==> src/rtl/apb_pkg.sv <==
// apb_pkg: shared APB direction/state types and the timer slave register map.
package apb_pkg;

   typedef enum logic {READ = 1'b0, WRITE = 1'b1} e_rw;

   typedef enum logic [1:0] {S_IDLE, S_SETUP, S_ACCESS} e_apb_state;

   localparam logic [31:0] CTR_STATUS_ADDR = 32'd0;
   localparam logic [31:0] CTR_GOAL_ADDR   = 32'd1;
   localparam logic [31:0] CTR_CURR_ADDR   = 32'd2;

   localparam int CTR_STATUS_START = 0;
   localparam int CTR_STATUS_STOP  = 1;
   localparam int CTR_STATUS_STATE = 2;
   localparam int CTR_STATE_LEN    = 2;

   typedef enum logic [CTR_STATE_LEN-1:0] {CTR_IDLE, CTR_RUNNING, CTR_STOPPED, CTR_DONE} e_ctr_state;

endpackage

==> src/rtl/apb_cmd_master.sv <==
// apb_cmd_master: single-outstanding APB requester turning valid/ready commands
// into SETUP/ACCESS transfers with a wait-state timeout and a one-cycle response.
module apb_cmd_master
   import apb_pkg::*;
#(
   parameter int addrWidth     = 32,
   parameter int dataWidth     = 8,
   parameter int timeoutCycles = 16
) (
   input  logic                 clk,
   input  logic                 reset,
   input  logic                 req_valid,
   output logic                 req_ready,
   input  logic                 req_write,
   input  logic [addrWidth-1:0] req_addr,
   input  logic [dataWidth-1:0] req_wdata,
   output logic                 rsp_valid,
   output logic [dataWidth-1:0] rsp_rdata,
   output logic                 rsp_err,
   output logic                 rsp_timeout,
   output logic [7:0]           err_count,
   output logic [addrWidth-1:0] paddr,
   output logic                 pwrite,
   output logic                 psel,
   output logic                 penable,
   output logic [dataWidth-1:0] pwdata,
   input  logic [dataWidth-1:0] prdata,
   input  logic                 pready,
   input  logic                 pslverr
);

   localparam int CW = timeoutCycles > 0 ? $clog2(timeoutCycles + 1) : 1;

   e_apb_state           state_q, state_d;
   logic [CW-1:0]        wait_q, wait_d;
   logic [addrWidth-1:0] paddr_q, paddr_d;
   logic                 pwrite_q, pwrite_d;
   logic [dataWidth-1:0] pwdata_q, pwdata_d;
   logic                 rsp_valid_q, rsp_valid_d;
   logic [dataWidth-1:0] rsp_rdata_q, rsp_rdata_d;
   logic                 rsp_err_q, rsp_err_d;
   logic                 rsp_timeout_q, rsp_timeout_d;
   logic [7:0]           err_q, err_d;
   logic                 accept, done, expire;

   assign accept = req_valid && state_q == S_IDLE;
   assign done   = state_q == S_ACCESS && pready;
   // completion takes priority: expiry only counts while pready is low
   assign expire = state_q == S_ACCESS && !pready && timeoutCycles != 0 &&
                   wait_q + 1'b1 == CW'(timeoutCycles);

   always_ff @(posedge clk or posedge reset) begin
      if (reset) state_q <= S_IDLE;
      else state_q <= state_d;
   end

   always_comb begin
      state_d = accept ? S_SETUP :
                state_q == S_SETUP ? S_ACCESS :
                (done || expire) ? S_IDLE : state_q;
   end

   always_comb begin
      req_ready = state_q == S_IDLE;
      psel      = state_q != S_IDLE;
      penable   = state_q == S_ACCESS;
   end

   always_comb begin
      wait_d        = (state_q == S_ACCESS && !pready && !expire) ? wait_q + 1'b1 : '0;
      paddr_d       = accept ? req_addr : paddr_q;
      pwrite_d      = accept ? req_write : pwrite_q;
      pwdata_d      = accept ? req_wdata : pwdata_q;
      rsp_valid_d   = done || expire;
      rsp_rdata_d   = (done && !pwrite_q) ? prdata : rsp_valid_d ? '0 : rsp_rdata_q;
      rsp_err_d     = done ? pslverr : expire ? 1'b1 : rsp_err_q;
      rsp_timeout_d = done ? 1'b0 : expire ? 1'b1 : rsp_timeout_q;
      err_d         = (rsp_valid_d && rsp_err_d && err_q != 8'hFF) ? err_q + 8'd1 : err_q;
   end

   always_ff @(posedge clk or posedge reset) begin
      if (reset) begin
         wait_q        <= '0;
         paddr_q       <= '0;
         pwrite_q      <= 1'b0;
         pwdata_q      <= '0;
         rsp_valid_q   <= 1'b0;
         rsp_rdata_q   <= '0;
         rsp_err_q     <= 1'b0;
         rsp_timeout_q <= 1'b0;
         err_q         <= '0;
      end else begin
         wait_q        <= wait_d;
         paddr_q       <= paddr_d;
         pwrite_q      <= pwrite_d;
         pwdata_q      <= pwdata_d;
         rsp_valid_q   <= rsp_valid_d;
         rsp_rdata_q   <= rsp_rdata_d;
         rsp_err_q     <= rsp_err_d;
         rsp_timeout_q <= rsp_timeout_d;
         err_q         <= err_d;
      end
   end

   assign paddr       = paddr_q;
   assign pwrite      = pwrite_q;
   assign pwdata      = pwdata_q;
   assign rsp_valid   = rsp_valid_q;
   assign rsp_rdata   = rsp_rdata_q;
   assign rsp_err     = rsp_err_q;
   assign rsp_timeout = rsp_timeout_q;
   assign err_count   = err_q;

endmodule
==> config.mk <==
export PLATFORM = sky130hd
export DESIGN_NAME = apb_cmd_master
export DESIGN_NICKNAME = d
export VERILOG_FILES = /design/src/rtl/apb_pkg.sv /design/src/rtl/apb_cmd_master.sv
export SDC_FILE = /design/constraint.sdc
export NUM_CORES = 1
export LEC_CHECK = 0
export BUFFER_PORTS_ARGS = -buffer_cell sky130_fd_sc_hd__buf_4
export CORE_MARGIN = 2
export CORE_UTILIZATION = 26
export CTS_CLUSTER_DIAMETER = 40
export DETAILED_ROUTE_END_ITERATION = 10
export GPL_TIMING_DRIVEN = 0
export HOLD_SLACK_MARGIN = 0.15
export REMOVE_ABC_BUFFERS = 1
export SLEW_MARGIN = 10
export SYNTH_ARGS = -nofsm -noshare
export SYNTH_HDL_FRONTEND = slang
export SYNTH_SLANG_ARGS = --single-unit
==> constraint.sdc <==
create_clock -name clk -period 2.4 [get_ports clk]
set_input_delay 0.48 -clock clk [delete_from_list [all_inputs] [get_ports clk]]
set_output_delay 0.48 -clock clk [all_outputs]
set_load 0.01 [all_outputs]
Word-level counts from Yosys, hierarchy flattened
Cells that the tools add are included.
{"block": "totals", "reg_bits": 67, "input_bits": 54, "out_inout_bits": 63, "elab_cells": 43}
{"block": "op_classes", "n_addsub": 2, "n_eq_ne": 4, "n_mux": 10, "n_reduce_logical": 17}
{"cell": "$mux 8", "n": 2}
{"cell": "$add 8x1->8 const B", "n": 1}
{"cell": "$logic_and 1x1->1", "n": 8}
{"cell": "$ne 8x8->1 const B", "n": 1}
{"cell": "$mux 2", "n": 3}
{"cell": "$reduce_bool 2->1", "n": 3}
{"cell": "$add 5x1->5 const B", "n": 1}
{"cell": "$eq 5x5->1 const B", "n": 1}
{"cell": "$mux 5", "n": 1}
{"cell": "$mux 1", "n": 4}
{"cell": "$logic_not 1->1", "n": 3}
{"cell": "$reduce_bool 3->1", "n": 1}
{"cell": "$eq 2x1->1 const B", "n": 1}
{"cell": "$eq 2x2->1 const B", "n": 1}
{"cell": "$logic_not 2->1", "n": 1}
{"cell": "$logic_or 1x1->1", "n": 1}

Depth between registers and ports, before layout
{"block": "logic_depth", "word_depth": 7, "ltp_mapped": 7, "depth_no_buf": 6}

Worst setup path before layout
Ideal clock, no wire load.
{"block": "synth_path", "kind": "reg2reg", "startpoint": "register wait_q[0]", "endpoint": "register err_q[1] (netlist: err_count[1])", "setup_time_ps": 125, "arrival_time_ps": 1733, "required_time_ps": 2275, "setup_slack_ps": 542, "stages_incl_launch_ff": 8, "period_less_slack_ps": 1858, "cell_sequence": "dfrtp_1 > ha_1 > nand2_1 > or3b_4 > o21bai_4 > and2_4 > buf_6 > mux2_4"}
{"block": "synth_via", "elab_chain_cells": 7, "word_cells_on_any_way": 8}
{"element": "start: declaration", "line_no": "apb_cmd_master.sv:35", "text": "logic [CW-1:0] wait_q, wait_d;"}
{"element": "start signal: assignment", "line_no": "apb_cmd_master.sv:93", "text": "wait_q <= wait_d;"}
{"element": "$add 5x1->5 *", "line_no": "apb_cmd_master.sv:50", "text": "wait_q + 1'b1 == CW'(timeoutCycles);"}
{"element": "$eq 5x5->1 *", "line_no": "apb_cmd_master.sv:50"}
{"element": "$logic_and 1x1->1 *", "line_no": "apb_cmd_master.sv:49", "text": "assign expire = state_q == S_ACCESS && !pready && timeoutCycles != 0 &&"}
{"element": "$mux 1 (2 in series)", "line_no": "apb_cmd_master.sv:76", "text": "rsp_err_d = done ? pslverr : expire ? 1'b1 : rsp_err_q;"}
{"element": "$logic_and 1x1->1 * (2 in series)", "line_no": "apb_cmd_master.sv:78", "text": "err_d = (rsp_valid_d && rsp_err_d && err_q != 8'hFF) ? err_q + 8'd1 : err_q;"}
{"element": "end signal: assignment", "line_no": "apb_cmd_master.sv:101", "text": "err_q <= err_d;"}
{"element": "end: declaration", "line_no": "apb_cmd_master.sv:43", "text": "logic [7:0] err_q, err_d;"}
Mark *: on every way between the ends. The rest lies on a longest branch, timed or not.
A chain may end at the register's enable or synchronous reset.

Worst setup path after layout
Ends and elaborated chain as after synthesis.

==> flow_summary.yaml <==
outcome:
  status: "finished, final reports clean"
drt:
  wl_met1_mm: 2.62
  drc: 0
  routedWlPerCell_um: 13.2
  first_pass_iters: 4
  top_layer: "met4"
  vias: 1931
  drtIter0Drc: 31
  met2_length_mm: 2.70
  wl_met3_um: 530
  ant_nets: 0
  viasPerCell: 4.30
  wirelength_mm: 5.91
worst_setup_path:
  r2r-end: "err_count[1]"
  worstPathArrival_ns: 2.14
  cp-end-kind: "register"
  r2r-start: "wait_q[0]"
  required_ns: 2.62
  r2r_cells: 6
  path_class: "register to register"
  crit_path_start_kind: "register"
  worst-path-max-fanout: 5
  r2r_setup_slack_ns: 0.48
logic_synthesis:
  ys_ff_latch: 67
  synth_edf_count: 0
  synth_top_flop_cell: "dfrtp_1"
  synth.distinct_cells: 35
  async_flop_share: 1.00
  synth_warnings: 0
  netlist_area_mm2: 0.00267
  ys_seq_area_frac: 0.628
  synth.avg_cell_area_um2: 14.2
  syn-instance-count: 188
sta:
  skew_ns: 0.0100
  whs_ns: 0.366
  setup_ws_ns: 0.475
  fin_crit_sh: 0.802
  max_freq_mhz: 520
  hold_viol_final: 0
  max_slew_margin: 0.641
  min_period_ns: 1.92
  tightest_slew_ns: 0.536
  rsz0062_at_grt: "no"
  setup_viol: 0
  report.final.slew_viol_count: 0
finish:
  nets: 367
  n_fill_cell: 940
  utilization: 0.401
  most-common-layout-cells: "buf_4, dfrtp_1, mux2_2"
  syn2layout_area_growth_pct: 48.1
  final_common_cell: "buf_4"
  drive_above_1_share: 0.582
  n_antenna_cell: 0
  stdcell_area_mm2: 0.00395
floorplan:
  fp.coreArea_mm2: 0.00986
  die_w_um: 105
  dieArea_mm2: 0.0111
  ioPinCount: 117
  num_rows: 36
  start_util: 0.271
  die_h_um: 105
placed_design:
  numPortBuffers: 116
  pre_cts_slack_ns: 0.502
  dpl.hpwl_mm: 4.31
  gp_congestion: 0.816
  place_area_mm2: 0.00372
clock_tree:
  cts_buffers: 9
  clk_pin_slew_ns: 0.08
  htree_levels: 3
  cts.sinks: 67
  clockBufferDepth: 2
  cts_resized: 0
  post-cts-setup-buffers: 0
  cts_tree: "built"
  clock_latency_ns: 0.33
  cts_root_buffer: "clkbuf_8"
pwr:
  switching_share: 0.306
  worst_ir_drop_vdd_mv: 0.518
  combPwrFrac: 0.397
  clkPwrFrac: 0.215
  power_density_mw_per_mm2: 1250
  leakage_uw: 0.00188
  pwr-share-seq: 0.388
  p_int_uw: 3420
  p_switching_uw: 1510
grt:
  globalRouteTotalUtil: 0.112
  grt_pass1_vias: 2029
  antenna_found_initial: 0
  grt_pass1_wl_mm: 9.98
  grt_max_degree: 48
  overflow: 0
hold_path:
  worstHoldStart: "prdata[1]"
  hp-class: "primary input to register"
  whs_endpoint: "rsp_rdata[1]"
  hold_path_depth: 2
run:
  cap_violations: 0
[per-layer routing]
layer / GRT usage / vias up
li1: - / 910
met1: 0.149 / 940
met2: 0.166 / 74
met3: 0.0402 / 7
met4: 0.0429 / 0
met5: 0 / -
[Yosys cell counts (all sizes together), types with 3 or more instances]
master,n,share of area
xnor2,3,0.0098
dfrtp,67,0.63
mux2,43,0.18
nor2,10,0.014
nand3,6,0.011
a22o,8,0.026
nand2,6,0.0084
a31oi,3,0.0070
a21oi,6,0.011
buf,6,0.015
o21ai,3,0.0070
xor2,3,0.0098
inv,4,0.0056
[per-stage QoR]
step | std cells | power, µW | TNS [ns]
after floorplan | 181 | 2880 | 0
after global placement | 430 | 3880 | -68.43
after detailed placement | 432 | 3930 | 0
after CTS | 449 | 5020 | 0
after global routing | 449 | 5280 | 0
final | 449 | 4930 | 0
[what timing repair did]
action	in CTS	in global routing
endpoints found under the setup margin	0	0
hold buffers	1	0
endpoints found under the hold margin	20	0
[critical path, cell delays in order (launching register included)]
cell and delay, ns:
dfrtp_1 0.41, ha_1 0.23, nand2_1 0.09, or3b_4 0.42
o21bai_4 0.17, and2_4 0.21, mux2_4 0.30
[area by class of cell]
cell class / instances / area [µm²] / area share
Sequential cell: 67 / 1680 / 0.424
Tap cell: 133 / 166 / 0.0421
Clock buffer: 12 / 155 / 0.0392
Multi-Input combinational cell: 110 / 937 / 0.237
Timing Repair Buffer: 119 / 928 / 0.235
Inverter: 4 / 17.5 / 0.00443
Clock inverter: 4 / 72.6 / 0.0184
[power groups by stage]
| stage | Clock (µW) | Combinational [µW] | Sequential (µW) |
|---|---|---|---|
| floorplan | 0 | 754 | 2120 |
| CTS | 1110 | 2000 | 1920 |
| finish | 1060 | 1960 | 1910 |
| global placement | 0 | 1960 | 1910 |
| detailed placement | 0 | 2000 | 1930 |
| global route | 1160 | 2130 | 1990 |
[how the worst max path moves through the flow]
stage	start	end	cells past startpoint
2_1_floorplan	state_q[0]	paddr[0]	3
5_1_grt	wait_q[0]	err_count[1]	6
6_report	wait_q[0]	err_count[1]	6
4_1_cts	wait_q[0]	err_count[1]	6
3_3_place_gp	reset	rsp_rdata[0]	2
3_5_place_dp	wait_q[0]	err_count[1]	6
[logic make-up (layout without fill, tap and decap cells)]
group / count (synthesis) / in the layout / synth area share
buffers and inverters: 11 / 139 / 0.0216
and+or+nand+nor: 36 / 36 / 0.0740
DFF: 67 / 67 / 0.628
AOI/OAI and AO/OA: 23 / 23 / 0.0647
xor gates and xnor gates: 6 / 6 / 0.0197
adders and majority gates: 2 / 2 / 0.00937
muxes: 43 / 43 / 0.183
[registers in the layout, summed over array words and instances (netlist names)]
register / flops
rsp_err: 1
rsp_valid: 1
rsp_timeout: 1
paddr: 32
state_q: 2
err_count: 8
pwdata: 8
pwrite: 1
wait_q: 5
rsp_rdata: 8
Note: power is estimated with default switching activity, not from simulation.
